File: src/rtl/heap_array_reader.sv
// heap_array_reader: streams every element of one heap array out over a valid/ready handshake
module heap_array_reader #(
  parameter int MemoryElementWidth = 12,
  parameter int NArea = 7,
  parameter int NArrays = 4,
  parameter int NHeap = 28
) (
  input  logic                          clock,
  input  logic                          reset,
  input  logic                          req_valid,
  output logic                          req_ready,
  input  logic [MemoryElementWidth-1:0] req_array,
  output logic [MemoryElementWidth-1:0] size_addr,
  input  logic [MemoryElementWidth-1:0] size_data,
  output logic                          heap_rd,
  output logic [MemoryElementWidth-1:0] heap_addr,
  input  logic [MemoryElementWidth-1:0] heap_data,
  output logic                          out_valid,
  input  logic                          out_ready,
  output logic [MemoryElementWidth-1:0] out_data,
  output logic [MemoryElementWidth-1:0] out_index,
  output logic                          out_last,
  output logic                          done,
  output logic                          error
);
  localparam int W = MemoryElementWidth;
  localparam logic [W-1:0] AREA = W'(NArea);
  localparam logic [W-1:0] NARR = W'(NArrays);
  localparam logic [W-1:0] HEAP = W'(NHeap);
  typedef enum logic [1:0] {IDLE, ISSUE, CAPTURE, OUT} state_t;
  state_t state, state_n;
  logic [W-1:0] arr, size, k;
  logic done_r, error_r, bad, accept;
  // the heap-bound term only matters if the parameters are ever set inconsistently
  assign bad = req_array >= NARR || size_data > AREA || req_array * AREA + size_data > HEAP;
  assign accept = state == IDLE && req_valid;
  always_comb begin
    state_n = state;
    req_ready = 1'b0;
    heap_rd = 1'b0;
    heap_addr = '0;
    out_valid = 1'b0;
    done = done_r;
    error = error_r;
    size_addr = req_array;
    case (state)
      IDLE: begin
        req_ready = 1'b1;
        state_n = (req_valid && !bad && size_data != '0) ? ISSUE : IDLE;
      end
      ISSUE: begin
        heap_rd = 1'b1;
        heap_addr = arr * AREA + k;
        state_n = CAPTURE;
      end
      CAPTURE: state_n = OUT;
      OUT: begin
        out_valid = 1'b1;
        done = out_ready && out_last;
        state_n = out_ready ? (out_last ? IDLE : ISSUE) : OUT;
      end
      default: state_n = IDLE;
    endcase
  end
  always_ff @(posedge clock) begin
    if (reset) begin
      state <= IDLE;
      arr <= '0;
      size <= '0;
      k <= '0;
      out_data <= '0;
      out_index <= '0;
      out_last <= 1'b0;
      done_r <= 1'b0;
      error_r <= 1'b0;
    end else begin
      state <= state_n;
      done_r <= accept && !bad && size_data == '0;
      error_r <= accept && bad;
      if (accept) begin
        arr <= req_array;
        size <= size_data;
        k <= '0;
      end
      if (state == CAPTURE) begin
        out_data <= heap_data;
        out_index <= k;
        out_last <= k == size - W'(1);
      end
      if (state == OUT && out_ready && !out_last) k <= k + W'(1);
    end
  end
endmodule
File: config.mk
export PLATFORM = sky130hd
export DESIGN_NAME = heap_array_reader
export DESIGN_NICKNAME = d
export VERILOG_FILES = /design/src/rtl/heap_array_reader.sv
export SDC_FILE = /design/constraint.sdc
export NUM_CORES = 1
export LEC_CHECK = 0
export BUFFER_PORTS_ARGS = -buffer_cell sky130_fd_sc_hd__clkbuf_2
export CORE_ASPECT_RATIO = 1.4
export CORE_MARGIN = 1
export CORE_UTILIZATION = 40
export CTS_BUF_LIST = sky130_fd_sc_hd__clkbuf_8
export DETAILED_ROUTE_END_ITERATION = 7
export PLACE_DENSITY = 0.7
export SLEW_MARGIN = 20
export SYNTH_ARGS = -nofsm -noshare
export SYNTH_HDL_FRONTEND = slang
export SYNTH_SLANG_ARGS = --single-unit
File: constraint.sdc
create_clock -name clock -period 3.68 [get_ports clock]
set_input_delay 0.736 -clock clock [delete_from_list [all_inputs] [get_ports clock]]
set_output_delay 0.736 -clock clock [all_outputs]
set_load 0.02 [all_outputs]
# After elaboration in Yosys (flattened, before gate mapping)

Index checks and enable logic that the tools add are counted.

Flip-flop bits (word level): 65
Input bits: 40
Output and inout bits: 54

Multipliers: 2
Multiplexer cells: 11
Add/sub/neg operators: 4
Equal/unequal tests: 4
$lt $le $gt $ge: 3
Reduce and logical (&&, ||, !) cells: 17

Operators by type and width:

| operator                                                                             | number |
|---|---|
| 12-bit two-way mux                                                                   | 3 |
| 12-bit adder                                                                         | 2 |
| 12-bit by 3-bit multiplier with 12-bit output, second input constant                 | 2 |
| 12-bit by 1-bit adder with 12-bit output, second input constant                      | 1 |
| 12-bit == test                                                                       | 1 |
| 12-bit by 3-bit greater-or-equal comparator with 1-bit output, second input constant | 1 |
| 12-bit by 3-bit > comparator with 1-bit output, second input constant                | 1 |
| 12-bit by 5-bit > comparator with 1-bit output, second input constant                | 1 |
| 12-bit zero test                                                                     | 1 |
| 12-bit nonzero test                                                                  | 1 |
| 12-bit by 1-bit subtractor with 12-bit output, second input constant                 | 1 |
| 1-bit logical AND                                                                    | 9 |
| 2-bit one-hot mux with 4 select lines                                                | 1 |
| 1-bit two-way mux                                                                    | 6 |
| 2-bit == test, second input constant                                                 | 2 |
| 2-bit by 1-bit == test with 1-bit output, second input constant                      | 1 |
| 1-bit zero test                                                                      | 2 |
| 2-bit zero test                                                                      | 1 |
| 1-bit logical OR                                                                     | 2 |
| 2-bit two-way mux                                                                    | 1 |
| 2-bit nonzero test                                                                   | 1 |

# Depth between registers and ports, before layout

Depth after elaboration: 9
Mapped depth: 11
Mapped depth without buffers: 11

# Least setup slack after synthesis

Ideal clock, no wire load.

Path type: flip-flop to output port
From: register arr[0]
To: output port heap_addr[11]
Stages on the path, launching flop included: 11
Data arrival time: 3.090 ns
Path slack: -0.146 ns
Path buffers: 0
Cells stage by stage: dfxtp_1 fa_1 inv_1 fa_1 fa_1 nor2b_1 o21ai_0 a21boi_0 o21bai_1 nand3_1 nor3b_1

Word-level cells in the longest chain between the ends: 3

RTL lines:

| element                                       | RTL line | source |
|---|---|---|
| start: declaration                            | 32       | `logic [W-1:0] arr, size, k;` |
| start signal: assignment                      | 81       | `arr <= req_array;` |
| 12-bit by 3-bit multiplier with 12-bit output | 53       | `heap_addr = arr * AREA + k;` |
| 12-bit adder                                  | 53       |  |
| 12-bit two-way mux                            | 46       | `case (state)` |
| end: declaration                              | 16       | `output logic [MemoryElementWidth-1:0] heap_addr,` |

No other way between the ends.

# Final worst setup path

From: register arr[1]
To: output port heap_addr[9]

Same word-level chain as after synthesis.

==> results.json <==
{
  "outcome": "complete, but fails checks",
  "violations": "negative setup slack",
  "holdCritPathClass": "flip-flop to flip-flop",
  "timing.final.crit_share": 1.05,
  "r2r_end": "out_last",
  "seqPwrFrac": 0.323,
  "drv_cap": 0,
  "track_usage": 0.206,
  "regToRegSetupSlack_ns": 1.61,
  "yosysSeqAreaShare": 0.255,
  "dp_hpwl_mm": 10.5,
  "r2r_cells": 5,
  "grt_pass1_wl_mm": 22.1,
  "cts_hold_buf": 0,
  "dpl.cell_count": 873,
  "cts-root-buf": "clkbuf_8",
  "overflow": 0,
  "wl_mm": 13.3,
  "hp-start": "out_index[8]",
  "io_buffers": 93,
  "cpMaxStageDelayCell": "fa_1",
  "insertedDiodeCount": 0,
  "arrival_ns": 3.14,
  "p_sw_frac": 0.329,
  "crit_path_start_kind": "flip-flop",
  "clock_path_buffers": 2,
  "h-tree-depth": 3,
  "clk_latency_ns": 0.34,
  "synth_area_um2": 5100,
  "clk_pin_slew_worst_paths_ns": 0.07,
  "die_h_um": 136,
  "grt_max_degree": 36,
  "path_class": "flip-flop to primary output",
  "setup_slack_ns": -0.194,
  "fin_worst_skew_ns": 0.00962,
  "ys_seq_elements": 65,
  "worstMarginPinSlew_ns": 0.959,
  "synth_fp_nets": 729,
  "rows": 48,
  "first_pass_iters": 5,
  "pwr_density_cell_nw_per_um2": 363,
  "required_ns": 2.94,
  "hold_violations": 0,
  "cts_buffers": 9,
  "worstPathMaxFanout": 4,
  "cts_tree": "yes",
  "p_int_mw": 1.54,
  "min_path_cells": 2,
  "synth.distinct_cells": 66,
  "finalSetupViolCount": 6,
  "power_frac_comb": 0.395,
  "vias": 4706,
  "hold_end": "out_index[8]",
  "fp.dieArea_um2": 13200,
  "drt_iter0_markers": 245,
  "r2r-start": "state[0]",
  "io_pins": 94,
  "synthFlopType": "dfxtp_1",
  "synth.avg_cell_area_um2": 8.29,
  "ir_drop_v": 0.000190,
  "post-place-ws_ns": -0.287,
  "antenna_found_initial": 0,
  "gp_congestion": 0.895,
  "period_needed_ns": 3.87,
  "start_util": 0.413,
  "ys_warn_count": 0,
  "critPathCaptureType": "primary output",
  "numClockSinks": 65,
  "cp_common_cell": "fa_1",
  "fmax_ghz": 0.258,
  "clockPowerShare": 0.282,
  "viasPerCell": 5.28,
  "layoutNonFillerInstCount": 891,
  "grt_pass1_vias": 4774,
  "async_flop_share": 0,
  "drc": 0,
  "synth_edf_count": 0,
  "layout.nets": 850,
  "fin_setup_tns_ns": -1.00,
  "power.switching_uw": 756,
  "n_fill_cell": 1172,
  "relSlewSlack": 0.360,
  "drv_slew": 0,
  "p_leak_nw": 2.88,
  "crit_chain": "fa_1 -> inv_1 -> fa_1 -> fa_2 -> nor2b_4 -> o21ai_2 -> a21boi_2 -> o211ai_1 -> a21o_1 -> a21oi_2 -> clkbuf_8",
  "slowest_delay_ns": 0.50,
  "drive_gt1_frac": 0.285,
  "core_area_um2": 12400,
  "rsz0062_at_grt": "yes",
  "ant_nets": 0,
  "syn_to_final_growth_pct": 24.0,
  "wl_per_cell_um": 14.9,
  "die_w_um": 97.5,
  "synthCells": 616
}
==> per-stage QoR <==
step / cell area [um^2] / power [mW] / utilization / hold slack [ns]
2_1_floorplan: 5120 / 1.33 / - / 0.449
3_3_place_gp: 5950 / 1.57 / 0.481 / 0.441
3_5_place_dp: 5950 / 1.61 / 0.481 / 0.447
4_1_cts: 6290 / 2.28 / 0.508 / 0.456
5_1_grt: 6330 / 2.44 / 0.512 / 0.471
6_report: 6330 / 2.30 / 0.512 / 0.453
==> worst max-delay path by stage <==
stage,from,to,cells past startpoint
floorplan,arr[0],heap_addr[9],10
global placement,req_array[0],error,10
detailed placement,req_array[3],error,12
CTS,arr[0],heap_addr[9],11
global route,arr[0],heap_addr[10],12
finish,arr[1],heap_addr[9],11
==> critical path, delay by kind of cell (launching register included) <==
family,cells,cell delay (ns)
and+or+nand+nor,1,0.14
DFF,1,0.36
adders and majority gates,3,1.37
AOI/OAI and AO/OA,5,0.72
buffers and inverters,2,0.22
==> sequential cells by signal (all words and copies together), names as in the netlist <==
| signal | cells |
|---|---|
| size | 12 |
| out_last | 1 |
| out_data | 12 |
| done_r | 1 |
| error | 1 |
| out_index | 12 |
| state | 2 |
| k | 12 |
| arr | 12 |
==> area by class of cell <==
cell class	instances	area (um^2)	area share
timing repair buffer	147	897	0.142
tap	150	188	0.0296
inverter	54	203	0.0320
clock buffer	10	138	0.0217
multi-input combinational	460	3520	0.556
sequential	65	1320	0.208
clock inverter	5	72.6	0.0115
==> layer usage <==
layer | wire length (um) | vias up | global-route usage
li1 | - | 2296 | -
met1 | 5270 | 2215 | 0.225
met2 | 6800 | 161 | 0.374
met5 | 0 | - | 0
met3 | 683 | 34 | 0.0387
met4 | 512 | 0 | 0.113
==> power groups by stage <==
stage / registers [mW] / logic [mW] / clock network, mW
6_report: 0.743 / 0.909 / 0.648
5_1_grt: 0.745 / 0.999 / 0.691
4_1_cts: 0.743 / 0.874 / 0.664
3_5_place_dp: 0.758 / 0.852 / 0
3_3_place_gp: 0.756 / 0.816 / 0
2_1_floorplan: 0.755 / 0.577 / 0
==> logic make-up after synthesis <==
kind of cell | share of synthesized area
and+or+nand+nor | 0.207
AOI/OAI and AO/OA | 0.156
buffers and inverters | 0.0801
adders and majority gates | 0.235
DFF | 0.255
xor gates and xnor gates | 0.0549
muxes | 0.0125
==> layout by cell type (no fill, tap or decap), types with 4 or more instances in the layout <==
cell type and instances:
nand2_1 114, inv_1 53, xnor2_1 25, nor3_1 8
nor3_2 4, clkbuf_8 11, dfxtp_2 9, xor2_1 6
buf_4 61, clkbuf_2 85, a21oi_1 71, o211ai_1 4
a21o_1 5, a211oi_1 4, nor4_1 4, nand3b_1 4
dfxtp_1 55, fa_1 36, nand3_1 13, ha_1 31
o21ai_0 7, and2_1 7, o21a_1 7, nor2_1 29
and3_1 7
==> Yosys cell counts, drive strengths merged (2+ instances only) <==
cell,count,area share
o2111ai,2,0.0034
and2,8,0.010
a211o,3,0.0054
or2,4,0.0049
nand3,13,0.013
nand2,115,0.085
ha,35,0.086
or3,2,0.0034
o21ai,10,0.0098
a311oi,3,0.0051
nor4,7,0.014
nor2b,4,0.0049
fa,38,0.15
o21a,7,0.010
buf,14,0.019
inv,54,0.040
o21bai,2,0.0029
xnor2,26,0.045
a21boi,2,0.0029
a31oi,3,0.0037
nor3,12,0.013
o221ai,2,0.0034
mux2i,3,0.0059
nand4,2,0.0037
clkbuf,23,0.021
or4,3,0.0051
and3,7,0.0086
o211ai,4,0.0059
nand3b,4,0.0059
dfxtp,65,0.25
xor2,6,0.010
a21oi,74,0.073
a211oi,4,0.0059
mux2,3,0.0066
nor2,29,0.021
a21o,5,0.0074
nor3b,2,0.0029
nand2b,2,0.0025
==> what timing repair did <==
item | CTS | global route
setup endpoints to repair | 8 | 12
pin swaps | 22 | 9
setup buffers | 4 | 2
gates resized for setup | 35 | 17
Power figures use the tool's default switching activity.
